**config.mk**
```make
export PLATFORM = sky130hd
export DESIGN_NAME = mem_access_unit
export DESIGN_NICKNAME = d
export VERILOG_FILES = /design/src/rtl/mem_access_unit.sv
export SDC_FILE = /design/constraint.sdc
export NUM_CORES = 1
export LEC_CHECK = 0
export CAP_MARGIN = 20
export CORE_ASPECT_RATIO = 0.75
export CORE_MARGIN = 3
export CORE_UTILIZATION = 55
export DETAILED_ROUTE_END_ITERATION = 8
export DONT_BUFFER_PORTS = 1
export PLACE_DENSITY = 0.72
export SYNTH_ARGS = -nofsm -noshare
export SYNTH_HDL_FRONTEND = slang
export SYNTH_SLANG_ARGS = --single-unit
```
**constraint.sdc**
```tcl
create_clock -name clk -period 1.42 [get_ports clk]
set_input_delay 0.284 -clock clk [delete_from_list [all_inputs] [get_ports clk]]
set_output_delay 0.284 -clock clk [all_outputs]
set_load 0.01 [all_outputs]
```
**src/rtl/mem_access_unit.sv**
```systemverilog
// mem_access_unit: requester-side bus master for the 13-bit Main_Memory
// handshake. Takes one load/store/fetch request at a time, drives the memory
// strobes until Done, then returns a single-cycle response.
//
// Parameters:
//   TIMEOUT   WAIT cycles without mem_done before abort (1..255)
// Build option:
//   MEM_ACCESS_TIMEOUT_EN  when defined, a WAIT that reaches TIMEOUT cycles
//                          ends with rsp_error=1; otherwise WAIT lasts until
//                          mem_done and rsp_error is tied to 0.
// Ports:
//   clk, reset          clock, async active-high reset
//   req_valid/ready     request handshake (ready high only in IDLE)
//   req_write/instr     store select / instruction-space select
//   req_addr/wdata      13-bit word address / store data
//   rsp_valid/rdata/error  one-cycle response pulse with read data / timeout
//   mem_*               Main_Memory address, data, strobes and Done
module mem_access_unit #(
    parameter int unsigned TIMEOUT = 15
) (
    input  logic        clk,
    input  logic        reset,
    input  logic        req_valid,
    output logic        req_ready,
    input  logic        req_write,
    input  logic        req_instr,
    input  logic [12:0] req_addr,
    input  logic [12:0] req_wdata,
    output logic        rsp_valid,
    output logic [12:0] rsp_rdata,
    output logic        rsp_error,
    output logic [12:0] mem_address,
    output logic [12:0] mem_dataIn,
    input  logic [12:0] mem_dataOut,
    output logic        mem_write,
    output logic        mem_read,
    output logic        mem_instruction,
    input  logic        mem_done
);

    if (TIMEOUT < 1 || TIMEOUT > 255) begin : g_bad_timeout
        $error("mem_access_unit: TIMEOUT must be in 1..255");
    end

    typedef enum logic [1:0] {
        S_IDLE,
        S_WAIT,
        S_RESP
    } state_t;

    state_t      r_state;
    logic        r_ready;
    logic        r_rsp_valid;
    logic [12:0] r_rsp_rdata;
    logic [12:0] r_addr;
    logic [12:0] r_wdata;
    logic        r_write;
    logic        r_read;
    logic        r_instr;

`ifdef MEM_ACCESS_TIMEOUT_EN
    // Counter value seen in WAIT on the edge that completes TIMEOUT cycles.
    localparam logic [7:0] LP_LAST = 8'(TIMEOUT - 1);

    logic [7:0]  r_cnt;
    logic        r_rsp_error;
`endif

    always_ff @(posedge clk or posedge reset) begin
        if (reset) begin
            r_state     <= S_IDLE;
            r_ready     <= 1'b1;
            r_rsp_valid <= 1'b0;
            r_rsp_rdata <= '0;
            r_addr      <= '0;
            r_wdata     <= '0;
            r_write     <= 1'b0;
            r_read      <= 1'b0;
            r_instr     <= 1'b0;
`ifdef MEM_ACCESS_TIMEOUT_EN
            r_cnt       <= '0;
            r_rsp_error <= 1'b0;
`endif
        end else begin
            unique case (r_state)
                S_IDLE: begin
                    // req_ready is always 1 here, so req_valid alone accepts.
                    if (req_valid) begin
                        r_addr  <= req_addr;
                        r_wdata <= req_wdata;
                        r_instr <= req_instr;
                        r_write <= req_write;
                        r_read  <= ~req_write;
                        r_ready <= 1'b0;
`ifdef MEM_ACCESS_TIMEOUT_EN
                        r_cnt   <= '0;
`endif
                        r_state <= S_WAIT;
                    end
                end
                S_WAIT: begin
                    // Done wins over a timeout landing on the same edge.
                    if (mem_done) begin
                        r_write     <= 1'b0;
                        r_read      <= 1'b0;
                        r_rsp_valid <= 1'b1;
                        r_rsp_rdata <= r_read ? mem_dataOut : 13'd0;
`ifdef MEM_ACCESS_TIMEOUT_EN
                        r_rsp_error <= 1'b0;
`endif
                        r_state     <= S_RESP;
                    end
`ifdef MEM_ACCESS_TIMEOUT_EN
                    else if (r_cnt == LP_LAST) begin
                        r_write     <= 1'b0;
                        r_read      <= 1'b0;
                        r_rsp_valid <= 1'b1;
                        r_rsp_rdata <= '0;
                        r_rsp_error <= 1'b1;
                        r_state     <= S_RESP;
                    end else begin
                        r_cnt <= r_cnt + 8'd1;
                    end
`endif
                end
                S_RESP: begin
                    r_rsp_valid <= 1'b0;
`ifdef MEM_ACCESS_TIMEOUT_EN
                    r_rsp_error <= 1'b0;
`endif
                    r_ready     <= 1'b1;
                    r_state     <= S_IDLE;
                end
                default: begin
                    r_state <= S_IDLE;
                end
            endcase
        end
    end

    assign req_ready       = r_ready;
    assign rsp_valid       = r_rsp_valid;
    assign rsp_rdata       = r_rsp_rdata;
    assign mem_address     = r_addr;
    assign mem_dataIn      = r_wdata;
    assign mem_write       = r_write;
    assign mem_read        = r_read;
    assign mem_instruction = r_instr;
`ifdef MEM_ACCESS_TIMEOUT_EN
    assign rsp_error       = r_rsp_error;
`else
    assign rsp_error       = 1'b0;
`endif

endmodule

```
==> results of run 1 <==
[sequential cells by signal, summed over array words and instances (netlist names)]
signal           flops
mem_dataIn          13
rsp_rdata           13
mem_read             1
rsp_valid            1
mem_address         13
mem_instruction      1
req_ready            1
mem_write            1
r_state              2
[how the worst max path moves through the flow]
stage               start              to  depth (start not counted)
3_5_place_dp   r_state[0]    rsp_rdata[3]                          4
6_report       r_state[0]   rsp_rdata[12]                          4
4_1_cts        r_state[0]    rsp_rdata[3]                          4
5_1_grt        r_state[0]    rsp_rdata[3]                          4
3_3_place_gp   r_state[1]  mem_address[0]                          4
2_1_floorplan       reset  mem_address[0]                          1
[worst reg2reg max path: stages, from the launching register on]
cell      delay (ps)
dfrtp_1          520
buf_4            190
nand3b_2          90
buf_4            220
o21ai_0          220
[stage by stage]
stage	util	setup slack (ps)
global placement	0.630	162
floorplan	-	49.9
detailed placement	0.630	82.3
finish	0.669	106
CTS	0.669	95.7
global route	0.669	14.3
[synth_stat cells, drive strengths merged]
master	number
nor2b	1
a21o	1
dfrtp	45
a22o	1
nor2	2
o21ai	16
buf	6
nand2	29
inv	4
nand2b	3
dfstp	1
conb	1
clkbuf	1
a21oi	1
nand3b	1
mux2	27
o311ai	2
[kinds of logic (layout without fill, tap and decap cells)]
kind of cell / count (synthesis) / in the layout / synth area share
other: 1 / 1 / 0.00195
AO/OA/AOI/OAI: 21 / 21 / 0.0617
AND/OR/NAND/NOR: 36 / 36 / 0.0916
flip-flops: 46 / 46 / 0.598
multiplexers: 27 / 27 / 0.197
buffers and inverters: 11 / 20 / 0.0500
[per-layer routing]
| metal | part of all wire | track usage | vias up |
|---|---|---|---|
| li1 | - | - | 488 |
| met1 | 0.38 | 0.204 | 530 |
| met2 | 0.49 | 0.308 | 63 |
| met3 | 0.11 | 0.109 | 6 |
| met4 | 0.017 | 0.0736 | 0 |
| met5 | 0 | 0 | - |
[layout make-up]
type                    count  area (µm²)
inverters                   4        15.0
multi-input cells          85         678
clock buffers               5        68.8
well taps                  38        47.5
fillers                   235        1040
clock inverters             3        45.0
flip-flops and latches     46        1150
repair buffers              8         100
[power breakdown]
| part | switching (W) | total [W] | leakage, nW | internal (W) |
|---|---|---|---|---|
| clock | 0.000433 | 0.000956 | 0.0504 | 0.000523 |
| sequential | 0.000648 | 0.00246 | 0.562 | 0.00181 |
| combinational | 0.000371 | 0.000963 | 0.348 | 0.000591 |
[timing repair]
action / in CTS / in global routing
endpoints found under the hold margin: 20 / 0
buffers inserted: 0 / 0
hold buffers: 1 / 0
==> flow_summary_export.csv, run 1 <==
group,metric,value,unit
logic_synthesis,syn_area_per_cell,13.6,µm²
worst_setup_path,cp-end-kind,"flip-flop",
global_routing,grt_overflow,0,
global_routing,antenna_found_initial,0,
power,ir_worst_vdd,1030,µV
global_routing,grt_pass1_wl,5930,µm
cells_and_area,area_growth,9.35,%
detailed_routing,drtPass1Iterations,4,
power,p_leak,0.960,nW
worst_setup_path,cp.buffers_inverters,2,
worst_setup_path,crit_chain,"buf_4 -> nand3b_2 -> buf_4 -> o21ai_0",
detailed_routing,vias_per_cell,5.75,
clocking,cts-resized-gates,0,
worst_hold_path,whs_endpoint,"rsp_rdata[7]",
timing,max_freq,761,MHz
job,maxCapViolations,0,
global_routing,grt_use_total,0.190,
logic_synthesis,synth_top_area_frac,0.584,
timing,fin_skew,5.58,ps
timing,setup_tns,0,ps
worst_setup_path,critical_path_class,"flip-flop to flip-flop",
logic_synthesis,syn_area,1930,µm²
outcome,outcome,"complete, no violations",
clocking,root_buffer,"clkbuf_8",
logic_synthesis,yosysTopAreaCell,"dfrtp_1",
timing,setup_viol,0,
timing,slew_viol_final,0,
timing,hold_ws,111,ps
detailed_routing,wl_per_cell,19.5,µm
detailed_routing,drc,0,
worst_setup_path,worstRegToRegCells,4,
timing,hold_viol,0,
global_routing,grt_pass1_vias,1233,
clocking,clock_latency,300,ps
logic_synthesis,synth_area_leaders,"dfrtp_1 (58%), mux2_4 (16%), nand2_1 (5.6%)",
power,power.total,0.00438,W
clocking,cts.clk_slew.worst_paths,90,ps
timing,period_share,0.926,
worst_setup_path,crit_top_cell,"buf_4",
power,power_density,2080,nW/µm²
worst_setup_path,critPathArrivalTime,1530,ps
worst_setup_path,cp_slowest_stage_delay,520,ps
detailed_routing,vias,1087,
die,die_h,57.3,µm
cells_and_area,final_area,2110,µm²
clocking,numClockSinks,46,
cells_and_area,nets,195,
detailed_routing,initialDrtViolationCount,33,
worst_setup_path,start_kind,"flip-flop",
worst_setup_path,critPathTopFamily,"flip-flops",
die,core-area,3150,µm²
logic_synthesis,seq_area_frac_synth,0.598,
logic_synthesis,yosysUniqueCellTypes,23,
clocking,cts-htree-levels,2,
worst_hold_path,hold_depth,2,
clocking,cts_tree,"yes",
timing,rsz0062_at_grt,"no",
place,dp.cells,180,
cells_and_area,layout_commonest_cell,"dfrtp_1",
die,row_count,17,
detailed_routing,drt_wl_total,3690,µm
worst_setup_path,timing.rr.end,"rsp_rdata[12]",
worst_setup_path,crit_path_top_delay_cell,"dfrtp_1",
die,io_pins,90,
place,hpwl,2770,µm
place,place_congestion,0.723,
worst_setup_path,rr_startpoint,"r_state[0]",
logic_synthesis,syn-num-nets,187,
die,die_area,4260,µm²
place,io_buffer_count,0,
cells_and_area,drive_gt1_frac,0.311,
worst_setup_path,worstPathRequired,1630,ps
worst_hold_path,hp-start,"mem_dataOut[7]",
worst_setup_path,crit_path_max_fanout,26,
cells_and_area,fin_cells,189,
timing,min_period,1310,ps
clocking,clockBufferDepth,2,
logic_synthesis,ys_ff_latch,46,
worst_setup_path,reg2reg_slack,110,ps
cells_and_area,final_cell_mix,"dfrtp_1 (45), nand2_1 (29), mux2_4 (20)",
die,die_w,74.3,µm
global_routing,grt_max_degree,27,
logic_synthesis,synthCells,142,
clocking,cts_made_buffers,5,
die,floorplan.initialDensity,0.612,
logic_synthesis,yosys_warnings,0,
worst_hold_path,hp-class,"primary input to flip-flop",
cells_and_area,antennaDiodeCount,0,
place,place_area,1980,µm²
detailed_routing,antenna_left,0,
Note: power is estimated with default switching activity, not from simulation.
==> run 2: changes to the inputs <==
--- a/config.mk
+++ b/config.mk
@@ -6,4 +6,5 @@
 export NUM_CORES = 1
 export LEC_CHECK = 0
+export ABC_AREA = 1
 export CAP_MARGIN = 20
 export CORE_ASPECT_RATIO = 0.75
==> constraint.sdc (replaced) <==
create_clock -name clk -period 1.42 [get_ports clk]
set_input_delay 0.355 -clock clk [delete_from_list [all_inputs] [get_ports clk]]
set_output_delay 0.355 -clock clk [all_outputs]
set_load 0.01 [all_outputs]
==> run 2 against run 1 <==
- global-route usage is 1.1 points higher
- core utilization is 2.3 points lower
- synthesized area is 5.5% lower
- critical endpoint is now mem_read
- largest cell class unchanged
- largest power group unchanged
==> flow_summary_export.csv, run 2 <==
group,metric,value,unit
outcome,outcome,"complete, no violations",
place,place_ws,210,ps
timing,setup_viol,0,
logic_synthesis,synth_edf_count,0,
global_routing,grt_max_degree,31,
detailed_routing,top_layer,"met4",
cells_and_area,multiInputGateArea,576,µm²
cells_and_area,layout_commonest_cell,"nand2_1",
timing,rsz0062_at_grt,"no",
clocking,numClockSinks,46,
place,place_congestion,0.715,
logic_synthesis,synthArstFlopShare,1.00,
die,floorplan.initialDensity,0.599,
logic_synthesis,synth.most_common_cell,"nand2_1",
logic_synthesis,ys_ff_latch,46,
logic_synthesis,syn_area_per_cell,9.11,µm²
detailed_routing,drtPass1Iterations,4,
cells_and_area,nets,245,
timing,hold_viol,0,
die,io_pins,90,
timing,worst_slack,111,ps
clocking,root_buffer,"clkbuf_8",
timing,max_slew_margin,0.660,
detailed_routing,wl_met1,1440,µm
power,p_leak,1.00,nW
worst_hold_path,hp-class,"primary input to flip-flop",
timing,period_share,0.922,
cells_and_area,area_growth,7.90,%
worst_setup_path,cp-end-kind,"output port",
job,maxCapViolations,0,
die,core-area,3040,µm²
timing,hold_ws,161,ps
die,die_h,55.8,µm
logic_synthesis,yosys_warnings,0,
clocking,cts_made_buffers,5,
global_routing,grt_pass1_vias,1408,
logic_synthesis,yosysUniqueCellTypes,15,
detailed_routing,drt_wl_total,3800,µm
timing,max_freq,764,MHz
detailed_routing,route.met3.wl,379,µm
worst_setup_path,start_kind,"flip-flop",
global_routing,grt_use_total,0.200,
cells_and_area,antennaDiodeCount,0,
detailed_routing,antenna_left,0,
power,ir_worst_vdd,1080,µV
clocking,clock_latency,290,ps
clocking,cts_tree,"yes",
logic_synthesis,seq_area_frac_synth,0.633,
timing,fin_skew,5.50,ps
detailed_routing,vias,1335,
worst_setup_path,crit_path_max_fanout,15,
timing,setup_tns,0,ps
cells_and_area,seqCellArea,1150,µm²
worst_setup_path,critPathArrivalTime,950,ps
logic_synthesis,yosysTopAreaCell,"dfrtp_1",
worst_setup_path,worstPathRequired,1070,ps
timing,worst_pin_slew,510,ps
logic_synthesis,ys_top_cells_by_count,"nand2_1 (85), dfrtp_1 (45), nand3_1 (31)",
logic_synthesis,syn-num-nets,245,
detailed_routing,initialDrtViolationCount,90,
cells_and_area,final_cell_mix,"nand2_1 (85), dfrtp_1 (45), nand3_1 (31)",
detailed_routing,drc,0,
detailed_routing,wl_per_cell,15.9,µm
clocking,cts-htree-levels,2,
clocking,cts_setup_buffers,0,
global_routing,grt_overflow,0,
detailed_routing,dr_wl_met2,1930,µm
global_routing,antenna_found_initial,0,
die,row_count,17,
logic_synthesis,synthCells,200,
logic_synthesis,syn_area,1820,µm²
timing,slew_viol_final,0,
clocking,clockBufferDepth,2,
logic_synthesis,synth_top_area_frac,0.618,
die,die_area,4050,µm²
cells_and_area,nFillCells,255,
timing,min_period,1310,ps
die,die_w,72.5,µm
place,io_buffer_count,0,
place,hpwl,2780,µm
logic_synthesis,synth_area_leaders,"dfrtp_1 (62%), nand2_1 (18%), nand3_1 (8.5%)",
global_routing,grt_pass1_wl,6360,µm
logic_synthesis,synth_flop_cell,"dfrtp_1",
power,power.total,0.00410,W
power,power_density,2090,nW/µm²
worst_setup_path,critical_path_class,"flip-flop to output port",
cells_and_area,drive_gt1_frac,0.0796,
clocking,cts.clk_slew.worst_paths,80,ps
detailed_routing,vias_per_cell,5.59,
-- run 2: cell families after synthesis --
logic type | count (synthesis) | share of synthesized area
AO/OA/AOI/OAI | 16 | 0.0440
AND/OR/NAND/NOR | 119 | 0.270
other | 1 | 0.00206
buffers and inverters | 18 | 0.0515
flip-flops | 46 | 0.633
-- run 2: worst reg2reg max path: stages (launching register included) --
cell,delay [ps]
dfrtp_1,390
inv_1,110
nand3_1,220
buf_12,240
nand2_1,70
o21ai_1,60
-- run 2: path summary, 6_finish.rpt --
kind	start	endpoint	slack (ps)	depth (start not counted)
max	mem_read	mem_read	110	0
min	mem_done	r_state[0]	160	1
max reg2reg	r_state[1]	rsp_rdata[11]	220	5
min reg2reg	mem_instruction	mem_instruction	540	2
max in group asynchronous	reset	mem_address[9]	400	3
min in group asynchronous	reset	rsp_rdata[4]	550	2
-- run 2: per-layer routing --
| metal | vias up | GRT usage |
|---|---|---|
| li1 | 634 | - |
| met1 | 631 | 0.212 |
| met2 | 65 | 0.348 |
| met3 | 5 | 0.0812 |
| met4 | 0 | 0.0868 |
| met5 | - | 0 |
-- run 2: where the power goes --
part | total (W) | switching (W) | internal, W
sequential | 0.00251 | 0.000667 | 0.00184
clock | 0.000786 | 0.000393 | 0.000392
combinational | 0.000812 | 0.000489 | 0.000322
total | 0.00410 | 0.00155 | 0.00255
-- run 2: per-stage QoR --
step | util | instance area, µm² | cells
3_5_place_dp | 0.613 | 1860 | 230
2_1_floorplan | - | 1830 | 200
6_report | 0.646 | 1970 | 239
3_3_place_gp | 0.613 | 1860 | 230
4_1_cts | 0.646 | 1970 | 239
5_1_grt | 0.646 | 1970 | 239
-- run 2: cell type report --
| type | count | share of cell area |
|---|---|---|
| sequential | 46 | 0.586 |
| tap | 38 | 0.0242 |
| inverter | 4 | 0.00955 |
| clock inverter | 1 | 0.00255 |
| timing repair buffer | 7 | 0.0407 |
| clock buffer | 7 | 0.0439 |
| multi-input combinational | 136 | 0.293 |
-- run 2: what timing repair did --
item / in CTS / in global routing
hold buffers: 1 / 0
gates resized for setup: 0 / 0
endpoints found under the hold margin: 18 / 0
==> run 3: changes to the inputs <==
PLACE_DENSITY = 0.84   (was 0.72)
==> run 3 against run 2 <==
- sequential share of layout area shrank 0.59 points
- register-to-register slack gained 50 ps
- die area is the same
- non-clock buffer count grew 3
- highest routed layer unchanged
- clock skew grew 5.7 ps
- hold slack gained 12 ps
==> flow_summary_export.csv, run 3 (same netlist as run 2, synthesis figures left out) <==
group,metric,value,unit
power,ir_worst_vdd,947,µV
cells_and_area,nFillCells,260,
global_routing,grt_use_total,0.195,
clocking,cts_tree,"yes",
clocking,clockBufferDepth,2,
clocking,root_buffer,"clkbuf_8",
place,hpwl,2760,µm
worst_setup_path,worst-path-stages,0,
cells_and_area,final_area,1990,µm²
detailed_routing,vias_per_cell,5.47,
place,io_buffer_count,0,
cells_and_area,drive_gt1_frac,0.0980,
detailed_routing,drc,0,
timing,hold_viol,0,
detailed_routing,drt_wl_total,3770,µm
place,place_area,1860,µm²
worst_hold_path,hold_depth,1,
worst_setup_path,cp-end-kind,"output port",
global_routing,antenna_found_initial,0,
timing,hold_ws,174,ps
timing,setup_tns,0,ps
worst_setup_path,critical_path_class,"flip-flop to output port",
power,p_leak,1.01,nW
job,maxCapViolations,0,
timing,min_period,1210,ps
clocking,numClockSinks,46,
cells_and_area,antennaDiodeCount,0,
clocking,cts_made_buffers,5,
die,die_area,4050,µm²
die,die_w,72.5,µm
detailed_routing,initialDrtViolationCount,71,
worst_setup_path,worstPathRequired,1070,ps
cells_and_area,nets,248,
place,place_congestion,0.707,
global_routing,grt_pass1_vias,1312,
worst_setup_path,critPathArrivalTime,860,ps
worst_hold_path,hp-class,"primary input to flip-flop",
detailed_routing,wl_per_cell,15.6,µm
cells_and_area,final_cell_mix,"nand2_1 (85), dfrtp_1 (45), nand3_1 (31)",
detailed_routing,vias,1323,
clocking,cts.clk_slew.worst_paths,90,ps
clocking,cts-resized-gates,0,
die,io_pins,90,
cells_and_area,area_growth,9.00,%
timing,fin_skew,11.2,ps
worst_setup_path,worstRegToRegCells,5,
clocking,clock_latency,290,ps
die,row_count,17,
worst_setup_path,crit_path_max_fanout,2,
detailed_routing,drtPass1Iterations,4,
cells_and_area,multiInputGateArea,576,µm²
timing,setup_viol,0,
outcome,outcome,"complete, no violations",
detailed_routing,antenna_left,0,
global_routing,grt_pass1_wl,6200,µm
die,floorplan.initialDensity,0.599,
die,core-area,3040,µm²
cells_and_area,seqCellArea,1150,µm²
worst_setup_path,start_kind,"flip-flop",
timing,max_freq,824,MHz
timing,rsz0062_at_grt,"no",
die,die_h,55.8,µm
power,power_density,2150,nW/µm²
global_routing,grt_overflow,0,
global_routing,grt_max_degree,31,
cells_and_area,finish.utilization,0.653,
timing,period_share,0.854,
clocking,cts-htree-levels,2,
cells_and_area,layout_commonest_cell,"nand2_1",
timing,slew_viol_final,0,
==> run 3: cell types whose count changed in the layout (fill, tap and decap cells not counted), sizes merged <==
| cell | before | now |
|---|---|---|
| buf | 6 | 9 |
| clkbuf | 7 | 5 |
| clkinvlp | 1 | 3 |
| bufinv | 0 | 1 |
| clkinv | 1 | 0 |
==> run 3: stage by stage <==
stage               setup WS, ps  instances  power, W
floorplan                    413        200   0.00309
detailed placement           301        233   0.00336
global placement             356        233   0.00327
finish                       207        242   0.00426
CTS                          194        242   0.00432
global route                 118        242   0.00458
==> run 3: cell type report <==
cell class,count,area share
well taps,38,0.0239
clock inverters,3,0.0227
flip-flops and latches,46,0.580
clock buffers,5,0.0347
multi-input cells,136,0.290
inverters,4,0.00945
repair buffers,10,0.0391
==> run 3: report_power, final <==
group / switching [W] / internal [W]
logic: 0.000546 / 0.000322
clock network: 0.000423 / 0.000523
registers: 0.000605 / 0.00184
==> run 3: final timing paths <==
| check | endpoint | start | slack [ps] |
|---|---|---|---|
| max | req_ready | req_ready | 210 |
| min | r_state[0] | mem_done | 170 |
| max reg2reg | rsp_rdata[7] | r_state[0] | 270 |
| min reg2reg | mem_dataIn[7] | mem_dataIn[7] | 550 |
| max in group asynchronous | req_ready | reset | 500 |
| min in group asynchronous | mem_address[4] | reset | 590 |
==> run 3: timing repair <==
| action | in CTS | in global routing |
|---|---|---|
| buffers inserted | 0 | 0 |
| hold endpoints to repair | 19 | 0 |
| hold buffers | 1 | 0 |
==> run 3: per-layer routing <==
| layer | GRT usage | up-vias | wire (µm) |
|---|---|---|---|
| li1 | - | 640 | - |
| met3 | 0.105 | 5 | 422 |
| met5 | 0 | - | 0 |
| met1 | 0.227 | 624 | 1500 |
| met2 | 0.313 | 54 | 1810 |
| met4 | 0.0553 | 0 | 35 |
